===== src/rtl/ddr_rx_align_ctrl.sv =====
// ddr_rx_align_ctrl: word aligner for a DDR input capture pair.
// Picks one of the two possible rising/falling-edge pairings by hunting for
// SYNC_PAT, confirms it at the frame period, then holds lock with miss tolerance.
// Ports:
//   inclock        capture clock, all registers on its rising edge
//   rst_n          asynchronous active-low reset
//   en             search enable; low forces HUNT and idle outputs
//   resync         one-cycle pulse forcing re-acquisition
//   ddr_h, ddr_l   rising / falling-edge samples (ddr_l is earlier in time)
//   data_out       aligned word, earliest bit in MSB, 1-cycle latency
//   data_vld, lock high while locked, aligned with data_out
//   sof            data_out holds SYNC_PAT at the frame position
//   phase          0 = {ddr_l,ddr_h}, 1 = {previous ddr_h,ddr_l}
//   err_cnt        saturating count of missed sync words while locked
module ddr_rx_align_ctrl #(
   parameter int                     PAD_WIDTH = 8,
   parameter logic [2*PAD_WIDTH-1:0] SYNC_PAT  = 16'hF628,
   parameter int                     FRAME_LEN = 1024,
   parameter int                     VERIFY_N  = 2,
   parameter int                     LOSS_N    = 4
)(
   input  logic                   inclock,
   input  logic                   rst_n,
   input  logic                   en,
   input  logic                   resync,
   input  logic [PAD_WIDTH-1:0]   ddr_h,
   input  logic [PAD_WIDTH-1:0]   ddr_l,
   output logic [2*PAD_WIDTH-1:0] data_out,
   output logic                   data_vld,
   output logic                   sof,
   output logic                   lock,
   output logic                   phase,
   output logic [7:0]             err_cnt
);
   localparam int W  = 2*PAD_WIDTH;
   localparam int FW = $clog2(FRAME_LEN);
   typedef enum logic [1:0] {HUNT, VERIFY, LOCK} state_t;
   state_t state, state_n;
   logic [FW-1:0] fcnt, fcnt_n;
   logic [3:0] hcnt, hcnt_n, mcnt, mcnt_n;
   logic [PAD_WIDTH-1:0] h_d1;
   logic [7:0] err_n;
   logic [W-1:0] w0, w1, sel;
   logic phase_n, match, ckpt, stop, vld_n;
   assign w0    = {ddr_l, ddr_h};
   assign w1    = {h_d1, ddr_l};
   assign sel   = phase ? w1 : w0;
   assign match = sel == SYNC_PAT;
   assign stop  = !en || resync;
   assign ckpt  = state != HUNT && fcnt == '0;
   // outputs describe the current cycle, so a forced HUNT also idles them at once
   assign vld_n = state == LOCK && !stop;
   always_comb begin
      state_n = state;
      fcnt_n  = fcnt;
      hcnt_n  = hcnt;
      mcnt_n  = mcnt;
      phase_n = phase;
      err_n   = err_cnt;
      if (stop) begin
         state_n = HUNT;
         fcnt_n  = '0;
         hcnt_n  = '0;
         mcnt_n  = '0;
      end else if (state == HUNT) begin
         if (w0 == SYNC_PAT || w1 == SYNC_PAT) begin
            state_n = VERIFY;
            phase_n = w0 != SYNC_PAT;
            fcnt_n  = FW'(1);
            hcnt_n  = '0;
         end
      end else begin
         fcnt_n = (fcnt == FW'(FRAME_LEN - 1)) ? '0 : fcnt + 1'b1;
         if (ckpt && state == VERIFY) begin
            if (match) begin
               hcnt_n = hcnt + 4'd1;
               if (hcnt + 4'd1 == 4'(VERIFY_N)) state_n = LOCK;
            end else begin
               state_n = HUNT;
               fcnt_n  = '0;
            end
         end else if (ckpt) begin
            if (match) mcnt_n = '0;
            else begin
               mcnt_n = mcnt + 4'd1;
               err_n  = (err_cnt == 8'hFF) ? err_cnt : err_cnt + 8'd1;
               if (mcnt + 4'd1 == 4'(LOSS_N)) begin
                  state_n = HUNT;
                  fcnt_n  = '0;
                  mcnt_n  = '0;
               end
            end
         end
      end
   end
   always_ff @(posedge inclock or negedge rst_n) begin
      if (!rst_n) begin
         state    <= HUNT;
         fcnt     <= '0;
         hcnt     <= '0;
         mcnt     <= '0;
         h_d1     <= '0;
         phase    <= 1'b0;
         err_cnt  <= '0;
         data_out <= '0;
         data_vld <= 1'b0;
         lock     <= 1'b0;
         sof      <= 1'b0;
      end else begin
         state    <= state_n;
         fcnt     <= fcnt_n;
         hcnt     <= hcnt_n;
         mcnt     <= mcnt_n;
         h_d1     <= ddr_h;
         phase    <= phase_n;
         err_cnt  <= err_n;
         data_out <= vld_n ? sel : '0;
         data_vld <= vld_n;
         lock     <= vld_n;
         sof      <= vld_n && ckpt && match;
      end
   end
endmodule


===== config.mk =====
export PLATFORM = sky130hd
export DESIGN_NAME = ddr_rx_align_ctrl
export DESIGN_NICKNAME = d
export VERILOG_FILES = /design/src/rtl/ddr_rx_align_ctrl.sv
export SDC_FILE = /design/constraint.sdc
export NUM_CORES = 1
export LEC_CHECK = 0
export BUFFER_PORTS_ARGS = -buffer_cell sky130_fd_sc_hd__buf_2
export CAP_MARGIN = 20
export CORE_MARGIN = 1
export CORE_UTILIZATION = 55
export DETAILED_ROUTE_END_ITERATION = 6
export GPL_ROUTABILITY_DRIVEN = 0
export GPL_TIMING_DRIVEN = 1
export HOLD_SLACK_MARGIN = 0.03
export PLACE_DENSITY = 0.82
export RECOVER_POWER = 25
export SYNTH_ARGS = -nofsm -noshare
export SYNTH_HDL_FRONTEND = slang
export SYNTH_SLANG_ARGS = --single-unit

===== constraint.sdc =====
create_clock -name inclock -period 3.1 [get_ports inclock]
set_input_delay 0.31 -clock inclock [delete_from_list [all_inputs] [get_ports inclock]]
set_output_delay 0.31 -clock inclock [all_outputs]
set_load 0.01 [all_outputs]

Yosys cells after proc, flatten, opt, wreduce, memory -nomap -nowiden
Index checks and enable logic that the tools add are counted.

storage, ports and cells
  bits in registers = 55
  bits of input ports = 20
  output and inout port bits = 28
  logic and storage cells = 87

operators by class
  $add $sub $neg = 4
  reduce and logical (&&, ||, !) cells = 22
  multiplexer cells = 31
  equal/unequal tests = 15
  bitwise logic cells = 5

operators by type and width
  operator                                                                number
  10-bit two-way mux                                                      9
  16-bit equality test (second input constant)                            3
  4-bit two-way mux                                                       11
  16-bit two-way mux                                                      2
  2-bit two-way mux                                                       9
  16-bit != test (second input constant)                                  1
  10-bit by 1-bit adder with 10-bit output (second input constant)        1
  10-bit equality test (second input constant)                            1
  10-bit zero test                                                        1
  3-bit AND reduction                                                     3
  4-bit by 1-bit adder with 4-bit output (second input constant)          2
  8-bit by 1-bit adder with 8-bit output (second input constant)          1
  8-bit equality test (second input constant)                             1
  4-bit by 1-bit != test with 1-bit output (second input constant)        2
  4-bit nonzero test                                                      2
  6-bit AND reduction                                                     1
  3-bit nonzero test                                                      2
  1-bit logical AND                                                       5
  1-bit NOT                                                               5
  5-bit AND reduction                                                     1
  4-bit by 2-bit equality test with 1-bit output (second input constant)  1
  4-bit by 3-bit equality test with 1-bit output (second input constant)  1
  2-bit != test (second input constant)                                   2
  2-bit nonzero test                                                      2
  other kinds (6)                                                         8

Depth between registers and ports, before layout
  depth in word-level cells = 8
  depth in mapped cells = 9
  gate-level depth less buffers = 8

Worst setup path before layout
Ideal clock, no wire load.

  path type = register to register
  start = reg phase
  end = reg err_cnt[1]
  setup time = 0.125 ns
  cell stages (with the launch flop) = 6
  path buffers = 2
  slack = 0.947 ns
  arrival time = 2.028 ns
  clock period less this slack = 2.153 ns
  required time = 2.975 ns
  cells stage by stage = dfrtp_1 > clkbuf_1 > mux2_4 > or3_4 > buf_8 > mux2_4

on the way
  longest elaborated chain between the ends = 4

ends and longest elaborated chain
  what                           line  text
  from (decl)                    32    output logic phase,
  from (signal assigned)         115   phase <= phase_n;
  16-bit two-way mux             47    assign sel = phase ? w1 : w0;
  16-bit equality test           48    assign match = sel == SYNC_PAT;
  1-bit NOT (no line)            -
  6-bit AND reduction (no line)  -
  to (signal assigned)           116   err_cnt <= err_n;
  to (decl)                      33    output logic [7:0] err_cnt

No other way between the ends.
A chain may end at the register's enable or synchronous reset.

Final worst setup path
  start = reg fcnt[5]
  end = reg err_cnt[5]

on the way
  longest elaborated chain between the ends = 5

ends and longest elaborated chain
  what                             line  text
  from (decl)                      39    logic [FW-1:0] fcnt, fcnt_n;
  from (signal assigned)           111   fcnt <= fcnt_n;
  10-bit zero test *               50    assign ckpt = state != HUNT && fcnt == '0;
  1-bit logical AND *              50
  1-bit logical AND                74    if (ckpt && state == VERIFY) begin
  1-bit NOT (no line)              -
  6-bit AND reduction (no line) *  -

Every way passes the cells marked *; elsewhere a longest branch is shown, timed or not.

==> impl_metrics.json <==
{
  "synth-seq-cells": 55,
  "vias": 2155,
  "finalHoldViolCount": 0,
  "drtPass1Iterations": 5,
  "setup.worst_path.start_class": "register",
  "r2r_cells": 6,
  "grt_pass1_wl_um": 9810,
  "period_share_pct": 73.4,
  "finalWirelength_um": 5780,
  "synth_common_cells": "dfrtp_1 (55), nor2_1 (27), nand3_1 (19)",
  "synth_area_um2": 2750,
  "critical_path_buf_inv_count": 0,
  "cts_setup_buffers": 0,
  "io_pins": 48,
  "yosys-top-cells-area": "dfrtp_1 (50%), mux2i_1 (6.2%), nor2_1 (3.7%)",
  "slew_viol_final": 36,
  "yosysMostFrequentCell": "dfrtp_1",
  "areaGrowthSynthToFinish_pct": 13.9,
  "io_buffers": 47,
  "ant_nets": 0,
  "grt_max_degree": 36,
  "nets": 334,
  "rows": 25,
  "leakage_nw": 1.47,
  "wl_per_cell_um": 15.4,
  "setup_tns_ns": 0,
  "start_util_pct": 57.7,
  "synthesis.nets": 285,
  "setup.worst_path.end_class": "register",
  "cts_resized": 0,
  "cts_tree": "done",
  "antenna_found_initial": 0,
  "drcViolationCount": 0,
  "yosysWarnings": 0,
  "coreArea_um2": 4750,
  "path_max_fanout": 8,
  "fin_skew_ns": 0.0103,
  "syn_inst": 258,
  "die_w_um": 72.7,
  "crit-reg2reg-capture": "err_cnt[5]$_DFFE_PN0P_",
  "path_clk_slew_ns": 0.10,
  "synth_cell_types": 49,
  "ys_seq_area_share_pct": 50.1,
  "viasPerCell": 5.75,
  "clockRootBuffer": "clkbuf_8",
  "drive_gt1_share_pct": 20.1,
  "fp.dieH_um": 72.7,
  "worstSetupPathDepth": 6,
  "crit_required_ns": 3.34,
  "max-slew-margin-rel_pct": -18.4,
  "whs_ns": 0.128,
  "die_area_um2": 5280,
  "track_usage_pct": 24.5,
  "min_period_ns": 2.27,
  "cp-startpoint": "fcnt[5]$_DFFE_PN0P_",
  "dp_hpwl_um": 4190,
  "drt_iter0_drc": 181,
  "hold_path_class": "input port to register",
  "slowest_stage": "nor4_1",
  "cts_max_level": 2,
  "violations": "capacitance limit, slew limit",
  "r2r_start": "fcnt[5]$_DFFE_PN0P_",
  "status": "complete, but fails checks",
  "cellPowerDensity_nw_per_um2": 394,
  "async_flop_share_pct": 100,
  "path_class": "register to register",
  "crit_end": "err_cnt[5]$_DFFE_PN0P_",
  "rsz0062_at_grt": "no",
  "yosysTopAreaCell": "dfrtp_1",
  "antenna_cells": 0,
  "numCtsBuffers": 5,
  "clockBufferDepth": 2,
  "setup_violations": 0,
  "synth_top_area_share_pct": 50.1,
  "worst_slew_pin_slew_ns": 1.78,
  "holdBufCountCts": 0,
  "grt_pass1_vias": 2119,
  "grt_overflow": 0,
  "ir_drop_uv": 299,
  "ys.flop_type": "dfrtp_1",
  "max_stage_delay_ns": 0.50,
  "rrSetupSlack_ns": 0.83,
  "crit_family": "simple AND/OR/NAND/NOR gates",
  "synth_edf_count": 0,
  "maxCapViolations": 1,
  "avgSynthCellArea_um2": 10.6,
  "cts_sinks": 55,
  "arrival_ns": 2.51,
  "clock_latency_ns": 0.31,
  "fmax_mhz": 440,
  "cp_cell_sequence": "nor4_1, and3_1, nand2_2, or3_4, nor3_2, xor2_1"
}
## final cells by class
type / count / area, µm²
clock buffers: 6 / 82.6
clock inverters: 2 / 16.3
fillers: 383 / 1630
inverters: 6 / 22.5
multi-input cells: 189 / 1300
flip-flops and latches: 55 / 1380
well taps: 67 / 83.8
repair buffers: 50 / 244
## state kept, by name (all words and copies together), names as in the netlist
register	count
state	2
h_d1	8
sof	1
mcnt	4
fcnt	10
hcnt	4
data_out	16
err_cnt	8
phase	1
lock	1
## cells by family (layout without fill, tap and decap cells)
logic type,Yosys count,count (layout),synth area share (%)
AND/OR/NAND/NOR,115,115,25.0
flip-flops,55,55,50.1
AO/OA/AOI/OAI,39,39,8.84
multiplexers,20,20,7.79
buffers and inverters,14,64,2.51
XOR/XNOR,8,8,2.55
adder cells (fa/ha/maj),7,7,3.19
## layout by cell type (no fill, tap or decap), types with 9 or more instances in the layout
master / n
dfrtp_1: 55
buf_2: 39
nor2_1: 27
nand3_1: 19
mux2i_1: 17
nand2_1: 14
o21ai_0: 11
nor3_1: 9
a21oi_1: 9
clkbuf_1: 9
## worst min path at each step
stage | to | slack [ns] | cells after the start | start
2_1_floorplan | data_out[0]$_DFF_PN0_ | 0.01 | 0 | rst_n
3_3_place_gp | data_out[3]$_DFF_PN0_ | 0.40 | 1 | rst_n
3_5_place_dp | data_out[3]$_DFF_PN0_ | 0.42 | 1 | rst_n
4_1_cts | data_out[3]$_DFF_PN0_ | 0.08 | 1 | rst_n
5_1_grt | h_d1[1]$_DFF_PN0_ | 0.13 | 1 | ddr_h[1]
6_report | h_d1[2]$_DFF_PN0_ | 0.13 | 1 | ddr_h[2]
## layer usage
| layer | vias up | global-route usage, % | routed length, µm |
|---|---|---|---|
| li1 | 1033 | - | - |
| met1 | 1042 | 31.8 | 2550 |
| met2 | 74 | 40.7 | 2880 |
| met3 | 6 | 5.11 | 273 |
| met4 | 0 | 8.71 | 79 |
| met5 | - | 0 | 0 |
## metrics by stage
step                      worst slack (ns)  utilization (%)  cells  power [mW]  area, µm²
after floorplan                      0.947                -    258       0.782       2750
after global placement               0.825             63.8    366       0.824       3030
after detailed placement             0.775             63.9    367       0.827       3040
after CTS                            0.852             66.0    375        1.24       3140
after global routing                 0.645             65.7    375        1.28       3130
final                                0.826             65.7    375        1.23       3130
## power by group
group	leakage [nW]	internal, mW	total, mW	switching (mW)
Combinational	0.674	0.0268	0.0787	0.0518
Sequential	0.748	0.725	0.732	0.00714
Clock	0.0474	0.183	0.421	0.238
No activity file was read; power rests on OpenSTA's default activity.
